## config.mk

```make
export PLATFORM = sky130hd
export DESIGN_NAME = rvfi_mem_chan
export DESIGN_NICKNAME = d
export VERILOG_FILES = /design/src/rtl/rvfi_mem_pkg.sv /design/src/rtl/rvfi_mem_chan.sv
export SDC_FILE = /design/constraint.sdc
export NUM_CORES = 1
export LEC_CHECK = 0
export ABC_CLOCK_PERIOD_IN_PS = 3100
export BUFFER_PORTS_ARGS = -buffer_cell sky130_fd_sc_hd__buf_2
export CAP_MARGIN = 15
export CORE_AREA = 3 3 63 88
export DETAILED_ROUTE_END_ITERATION = 6
export DIE_AREA = 0 0 66 91
export PLACE_DENSITY = 0.83
export SYNTH_ARGS = -nofsm -noshare
export SYNTH_HDL_FRONTEND = slang
export SYNTH_SLANG_ARGS = --single-unit
```

## constraint.sdc

```tcl
create_clock -name clk_i -period 3.1 [get_ports clk_i]
set_input_delay 0.31 -clock clk_i [delete_from_list [all_inputs] [get_ports clk_i]]
set_output_delay 0.31 -clock clk_i [all_outputs]
set_load 0.01 [all_outputs]
```

## src/rtl/rvfi_mem_pkg.sv

```systemverilog
// rvfi_mem_pkg: entry type, width helpers and default parameters for rvfi_mem_model.
// The err field exists only when RVFI_MEM_ERR_EN is defined.
package rvfi_mem_pkg;
    localparam int LAT_DEF      = 1;
    localparam int DEPTH_DEF    = 4;
    localparam int MAXSTALL_DEF = 3;
    localparam int AGE_W        = 8;

    typedef struct packed {
        logic             we;
`ifdef RVFI_MEM_ERR_EN
        logic             err;
`endif
        logic [AGE_W-1:0] age;
    } mem_entry_t;

    function automatic int ptr_w(input int depth);
        return $clog2(depth);
    endfunction

    function automatic int cnt_w(input int depth);
        return $clog2(depth + 1);
    endfunction

    function automatic int stall_w(input int maxstall);
        return $clog2(maxstall + 1);
    endfunction
endpackage

```

## src/rtl/rvfi_mem_chan.sv

```systemverilog
// rvfi_mem_chan: one channel's in-order response FIFO, latency ages and grant-stall limiter.
// RVFI_MEM_ERR_EN enables per-entry error storage.
module rvfi_mem_chan import rvfi_mem_pkg::*; #(
    parameter int DW       = 32,
    parameter int DEPTH    = DEPTH_DEF,
    parameter int LAT      = LAT_DEF,
    parameter int MAXSTALL = MAXSTALL_DEF
) (
    input  logic                      clk_i,
    input  logic                      rst_ni,
    input  logic                      req,
    input  logic                      we,
    input  logic                      err_req,
    input  logic                      rand_gnt,
    input  logic [DW-1:0]             rand_rdata,
    output logic                      gnt,
    output logic                      rvalid,
    output logic                      err,
    output logic [DW-1:0]             rdata,
    output logic [cnt_w(DEPTH)-1:0]   cnt
);
    localparam int PW = ptr_w(DEPTH);
    localparam int CW = cnt_w(DEPTH);
    localparam int SW = stall_w(MAXSTALL);
    localparam logic [AGE_W-1:0] LAT_A   = AGE_W'(LAT);
    localparam logic [CW-1:0]    DEPTH_C = CW'(DEPTH);
    localparam logic [SW-1:0]    MS_C    = SW'(MAXSTALL);

    mem_entry_t    q [DEPTH];
    logic [PW-1:0] wp, rp;
    logic [SW-1:0] stall;
    logic          room;

    always_comb begin
        rvalid = cnt != '0 && q[rp].age >= LAT_A;
        room   = cnt < DEPTH_C || rvalid;
        gnt    = rst_ni && req && room && (rand_gnt || stall == MS_C);
`ifdef RVFI_MEM_ERR_EN
        err    = rvalid && q[rp].err;
`else
        err    = 1'b0;
`endif
        rdata  = (rvalid && !q[rp].we && !err) ? rand_rdata : '0;
    end

`ifndef RVFI_MEM_ERR_EN
    logic unused_err;
    assign unused_err = err_req;
`endif

    // age counts the accept cycle itself, so LAT=1 answers in the cycle after the grant
    always_ff @(posedge clk_i or negedge rst_ni) begin
        if (!rst_ni) begin
            for (int i = 0; i < DEPTH; i++) q[i] <= '0;
            wp    <= '0;
            rp    <= '0;
            cnt   <= '0;
            stall <= '0;
        end else begin
            for (int i = 0; i < DEPTH; i++)
                if (q[i].age < LAT_A) q[i].age <= q[i].age + 1'b1;
            if (gnt) begin
                q[wp].we  <= we;
`ifdef RVFI_MEM_ERR_EN
                q[wp].err <= err_req;
`endif
                q[wp].age <= AGE_W'(1);
                wp        <= wp + 1'b1;
            end
            if (rvalid) rp <= rp + 1'b1;
            cnt   <= cnt + CW'(gnt) - CW'(rvalid);
            stall <= (!req || gnt) ? '0 : (room && stall != MS_C) ? stall + 1'b1 : stall;
        end
    end
endmodule

```

### After elaboration in Yosys (flattened, before gate mapping)

Index checks and enable logic that the tools add are counted.

* output and inout port bits: 38
* register bits after elaboration: 45
* input port bits: 38
* word-level logic and storage cells: 65

* add/sub/neg operators: 9
* reductions and logical operators: 14
* $lt $le $gt $ge: 9
* multiplexer cells: 17
* bitwise gates (word level): 2
* eq/ne operators: 2

Operators by type and width (count)
* $bwmux W36: 2
* $mux W8: 5
* $demux W9 S2: 2
* $mux W35: 1
* $add A8 B1 Y8 const B: 4
* $lt A8 B1 Y1 const B: 4
* $mux W32: 1
* $mux W9: 3
* $bmux W9 S2: 1
* $ge A8 B1 Y1 const B: 1
* $logic_and A1 B1 Y1: 7
* $add A2 B1 Y2 const B: 3
* $ge A3 B3 Y1 const B: 2
* $not A2 Y3: 2
* $mux W2: 2
* $add A3 B1 Y3: 1
* $logic_or A1 B1 Y1: 3
* $lt A3 B1 Y1 const B: 1
* $lt A3 B3 Y1 const B: 1
* $reduce_bool A3 Y1: 1
* $sub A3 B1 Y3: 1
* $eq A2 B2 Y1 const B: 1
* $logic_not A1 Y1: 2
* $ne A2 B2 Y1 const B: 1
* $reduce_bool A2 Y1: 1

### Depth between registers and ports, before layout

* depth after elaboration: 11
* mapped depth: 11
* depth with buffers taken out: 11

### Worst setup path after synthesis

OpenSTA, ideal clock, no wires.

* path type: flip-flop to flip-flop
* start: reg rp[0]
* end: reg cnt[2]
* path slack: 567 ps
* clock period less this slack: 2533 ps
* setup time: 127 ps
* arrival time: 2406 ps
* data required time: 2973 ps
* stages on the path, launching flop included: 12
* path buffers: 0
* cells stage by stage: dfrtp_1 -> nor3b_1 -> and3_1 -> a2111o_1 -> nand2_1 -> ha_1 -> inv_1 -> ha_1 -> inv_1 -> fa_1 -> xnor2_1 -> xnor2_1

* longest elaborated chain between the ends: 11

Ends and longest elaborated chain
* from (decl): RTL line rvfi_mem_chan.sv:30 `logic [PW-1:0] wp, rp;`
* from (signal assigned): RTL line rvfi_mem_chan.sv:70 `if (rvalid) rp <= rp + 1'b1;`
* $not A2 Y3 (not written as such) *: RTL line rvfi_mem_chan.sv:35 `rvalid = cnt != '0 && q[rp].age >= LAT_A;`
* $bmux W9 S2 *: RTL line rvfi_mem_chan.sv:35
* $mux W9 * (2 in series)
* $ge A8 B1 Y1 *: RTL line rvfi_mem_chan.sv:35
* $logic_and A1 B1 Y1 *: RTL line rvfi_mem_chan.sv:35
* via rvalid: RTL line rvfi_mem_chan.sv:17 `output logic rvalid,`
* $logic_or A1 B1 Y1: RTL line rvfi_mem_chan.sv:36 `room = cnt < DEPTH_C || rvalid;`
* $logic_and A1 B1 Y1 (2 in series): RTL line rvfi_mem_chan.sv:37 `gnt = rst_ni && req && room && (rand_gnt || stall == MS_C);`
* $add A3 B1 Y3: RTL line rvfi_mem_chan.sv:71 `cnt <= cnt + CW'(gnt) - CW'(rvalid);`
* $sub A3 B1 Y3 *: RTL line rvfi_mem_chan.sv:71
* to (signal assigned): RTL line rvfi_mem_chan.sv:71
* to (decl): RTL line rvfi_mem_chan.sv:20 `output logic [cnt_w(DEPTH)-1:0] cnt`

The timed path passes the listed nets; every way through them passes the cells marked *. The select of a mux whose other input is x is not followed.
A chain may end at the register's enable or synchronous reset.

### Worst setup path in the final report

* start: reg rp[0]
* end: out rdata[19]

* longest elaborated chain between the ends: 8
* elaborated cells between the ends (all ways): 9
* those cells by class: order compare (1); mux (4); bitwise (1); reduce/logical (3)

Ends and longest elaborated chain
* $not A2 Y3 (not written as such) *: RTL line rvfi_mem_chan.sv:35, rvfi_mem_chan.sv:43
* $bmux W9 S2 *: RTL line rvfi_mem_chan.sv:35, rvfi_mem_chan.sv:43
* $mux W9 (not written as such) * (2 in series): RTL line rvfi_mem_chan.sv:43 `rdata = (rvalid && !q[rp].we && !err) ? rand_rdata : '0;`
* $ge A8 B1 Y1: RTL line rvfi_mem_chan.sv:35
* $logic_and A1 B1 Y1: RTL line rvfi_mem_chan.sv:35
* $logic_and A1 B1 Y1 *: RTL line rvfi_mem_chan.sv:43
* $mux W32 *: RTL line rvfi_mem_chan.sv:43
* to (decl): RTL line rvfi_mem_chan.sv:19 `output logic [DW-1:0] rdata,`

Mark *: on every way between the ends. The rest lies on a longest branch, timed or not. The select of a mux whose other input is x is not followed.

==> flow_summary.yaml <==
floorplanning:
  start_util_pct: 50.05
  die_area_um2: 6006
  core_um2: 4842
  rows: 30
  die_w_um: 66
  pin_count: 76
  dieHeight_um: 91
clocking:
  insertion_delay_ps: 310
  cts_setup_buffers: 0
  clockBufferDepth: 2
  cts_buffers: 5
  clkSlewWorstSetupHoldPaths_ps: 90
  cts_max_level: 2
  ctsRootBufferMaster: "clkbuf_8"
  ctsResizeCount: 0
  cts_sinks: 45
  cts_tree: "done"
  cts-hold-fix-buffers: 0
yosys:
  yosysSeqAreaShare_pct: 46.46
  synth-async-reset-ratio_pct: 100.0
  netlist-cell-type-count: 38
  avgSynthCellArea_um2: 10.54
  synth-main-ff-cell: "dfrtp_1"
  yosys_warnings: 0
  ys_ff_latch: 45
  synthCells: 230
  synth_fp_nets: 284
  syn_area_um2: 2424
  synth_edf_count: 0
sta:
  grt_setup_unrepaired: "false"
  max_slew_margin_pct: 61.97
  maxClockFrequency_mhz: 366.0
  tns_ps: 0
  hold_viol: 0
  slew_viol_final: 0
  post-route-period-util_pct: 88.15
  min_period_ps: 2733
  setup_viol_count_final: 0
  tightest_slew_ps: 570.4
  fin_skew_ps: 7.869
worst_setup_path:
  arrival_ps: 2420
  rr_worst_depth: 11
  critPathCaptureType: "primary output"
  endpoint: "rdata[19]"
  critPathKind: "flop to primary output"
  critPathRequiredTime_ps: 2790
  ff2ff_setup_slack_ps: 410
  cp_max_fo: 32
  r2r-start: "rp[0]$_DFFE_PN0P_"
  critPathLaunch: "rp[0]$_DFFE_PN0P_"
  r2r-end: "cnt[2]$_DFF_PN0_"
  startpoint_type: "flop"
drt:
  routed_wl_mm: 4.926
  ant_nets: 0
  avgViaCountPerCell: 5.124
  remaining_drc_errors: 0
  drtIter0Drc: 38
  dr_total_vias: 1901
  wire_per_inst_um: 13.28
  first_pass_iters: 4
global_routing:
  grt_usage_pct: 17.29
  grt_pass1_wl_mm: 7.990
  grt_max_degree: 48
  first_global_vias: 1786
  grt_overflow_total: 0
  antenna_found_initial: 0
finish:
  fin_area_um2: 2917
  final_cell_mix: "buf_2 (73), dfrtp_1 (45), and2_1 (42)"
  fin_nets: 360
  drive_gt1_share_pct: 29.97
  antenna_cells: 0
  mostFrequentLayoutCell: "buf_2"
  area_growth_pct: 20.34
power:
  ir_worst_vdd_uv: 403.2
  power_leakage_uw: 0.001544
  power.density_nw_per_um2: 818.9
outcome:
  status: "finished clean"
worst_hold_path:
  hold_class: "input port to async pin"
job:
  drv_cap: 0
placement:
  io_buffers: 73
  place_area_um2: 2830
  routabilityCongestion: 0.7508
  hpwlAfterDp_mm: 3.839
==> metrics by stage <==
step	util (%)	hold WS (ps)	setup WS, ps	power, uW	instances
2_1_floorplan	-	14.41	566.9	1716	230
3_3_place_gp	58.45	470.3	490.7	2019	363
3_5_place_dp	58.45	476.2	447.3	2058	363
4_1_cts	60.23	145.9	346.4	2418	371
5_1_grt	60.23	171.7	176.0	2594	371
6_report	60.23	123.6	367.4	2388	371
==> metal layers <==
| metal | vias up | GRT usage [%] | share of wire, % |
|---|---|---|---|
| met1 | 890 | 19.51 | 40 |
| met5 | - | 0 | 0 |
| met2 | 83 | 29.96 | 48 |
| met3 | 11 | 4.455 | 10 |
| li1 | 917 | - | - |
| met4 | 0 | 7.627 | 2.2 |
==> area by class of cell <==
type / count / area (um2)
clock inverters: 3 / 17.52
multi-input cells: 164 / 1191
clock buffers: 5 / 68.82
flip-flops and latches: 45 / 1126
inverters: 16 / 60.06
repair buffers: 74 / 372.9
fillers: 400 / 1926
well taps: 64 / 80.08
==> cells in the mapped netlist, types with 2 or more instances <==
cell type / instances / area share [%]
a21oi_1: 6 / 1.2
a31oi_1: 3 / 0.77
and2_1: 42 / 11
buf_6: 3 / 1.4
dfrtp_1: 45 / 46
ha_1: 15 / 7.7
inv_1: 16 / 2.5
mux2_2: 4 / 1.9
mux2i_1: 2 / 0.83
nand2_1: 17 / 2.6
nand3_1: 8 / 1.7
nand4_1: 4 / 1.0
nor2_1: 8 / 1.2
nor2_4: 3 / 1.4
nor2b_1: 16 / 4.1
nor3_1: 3 / 0.62
nor3b_1: 2 / 0.62
nor4_1: 3 / 0.77
o21ai_0: 3 / 0.62
o22ai_1: 2 / 0.52
xnor2_1: 8 / 2.9
==> critical path, stage by stage, from the launching register on <==
cell,delay [ps]
dfrtp_1,480
nor3b_1,190
and3_1,200
a2111o_1,410
a21oi_4,480
and2_1,220
buf_2,130
==> kinds of logic after synthesis <==
logic type / share of synthesized area [%]
adder cells (fa/ha/maj): 8.570
XOR/XNOR: 2.891
buffers and inverters: 4.388
multiplexers: 3.769
AO/OA/AOI/OAI: 7.176
AND/OR/NAND/NOR: 26.59
flip-flops: 46.46
other: 0.1547
==> power breakdown <==
group	switching, uW	leakage [uW]	total, uW	internal, uW
Sequential	125	0.000576	842	716
Combinational	640	0.000924	1190	553
Clock	199	0.0000439	354	155
Total	964	0.00154	2390	1420
==> worst min-delay path by stage <==
stage	startpoint	endpoint	slack, ps
floorplan	rst_ni	async pin	10
global placement	rst_ni	q[30]$_DFF_PN0_	470
detailed placement	rst_ni	q[30]$_DFF_PN0_	480
CTS	rst_ni	q[30]$_DFF_PN0_	150
global route	rst_ni	wp[1]$_DFFE_PN0N_	170
finish	rst_ni	q[32]$_DFF_PN0_	120
==> registers in the layout, summed over array words and instances (netlist names), named ones only <==
register,flops
cnt,3
rp,2
q,32
stall,2
wp,2
Note: power is estimated with default switching activity, not from simulation.
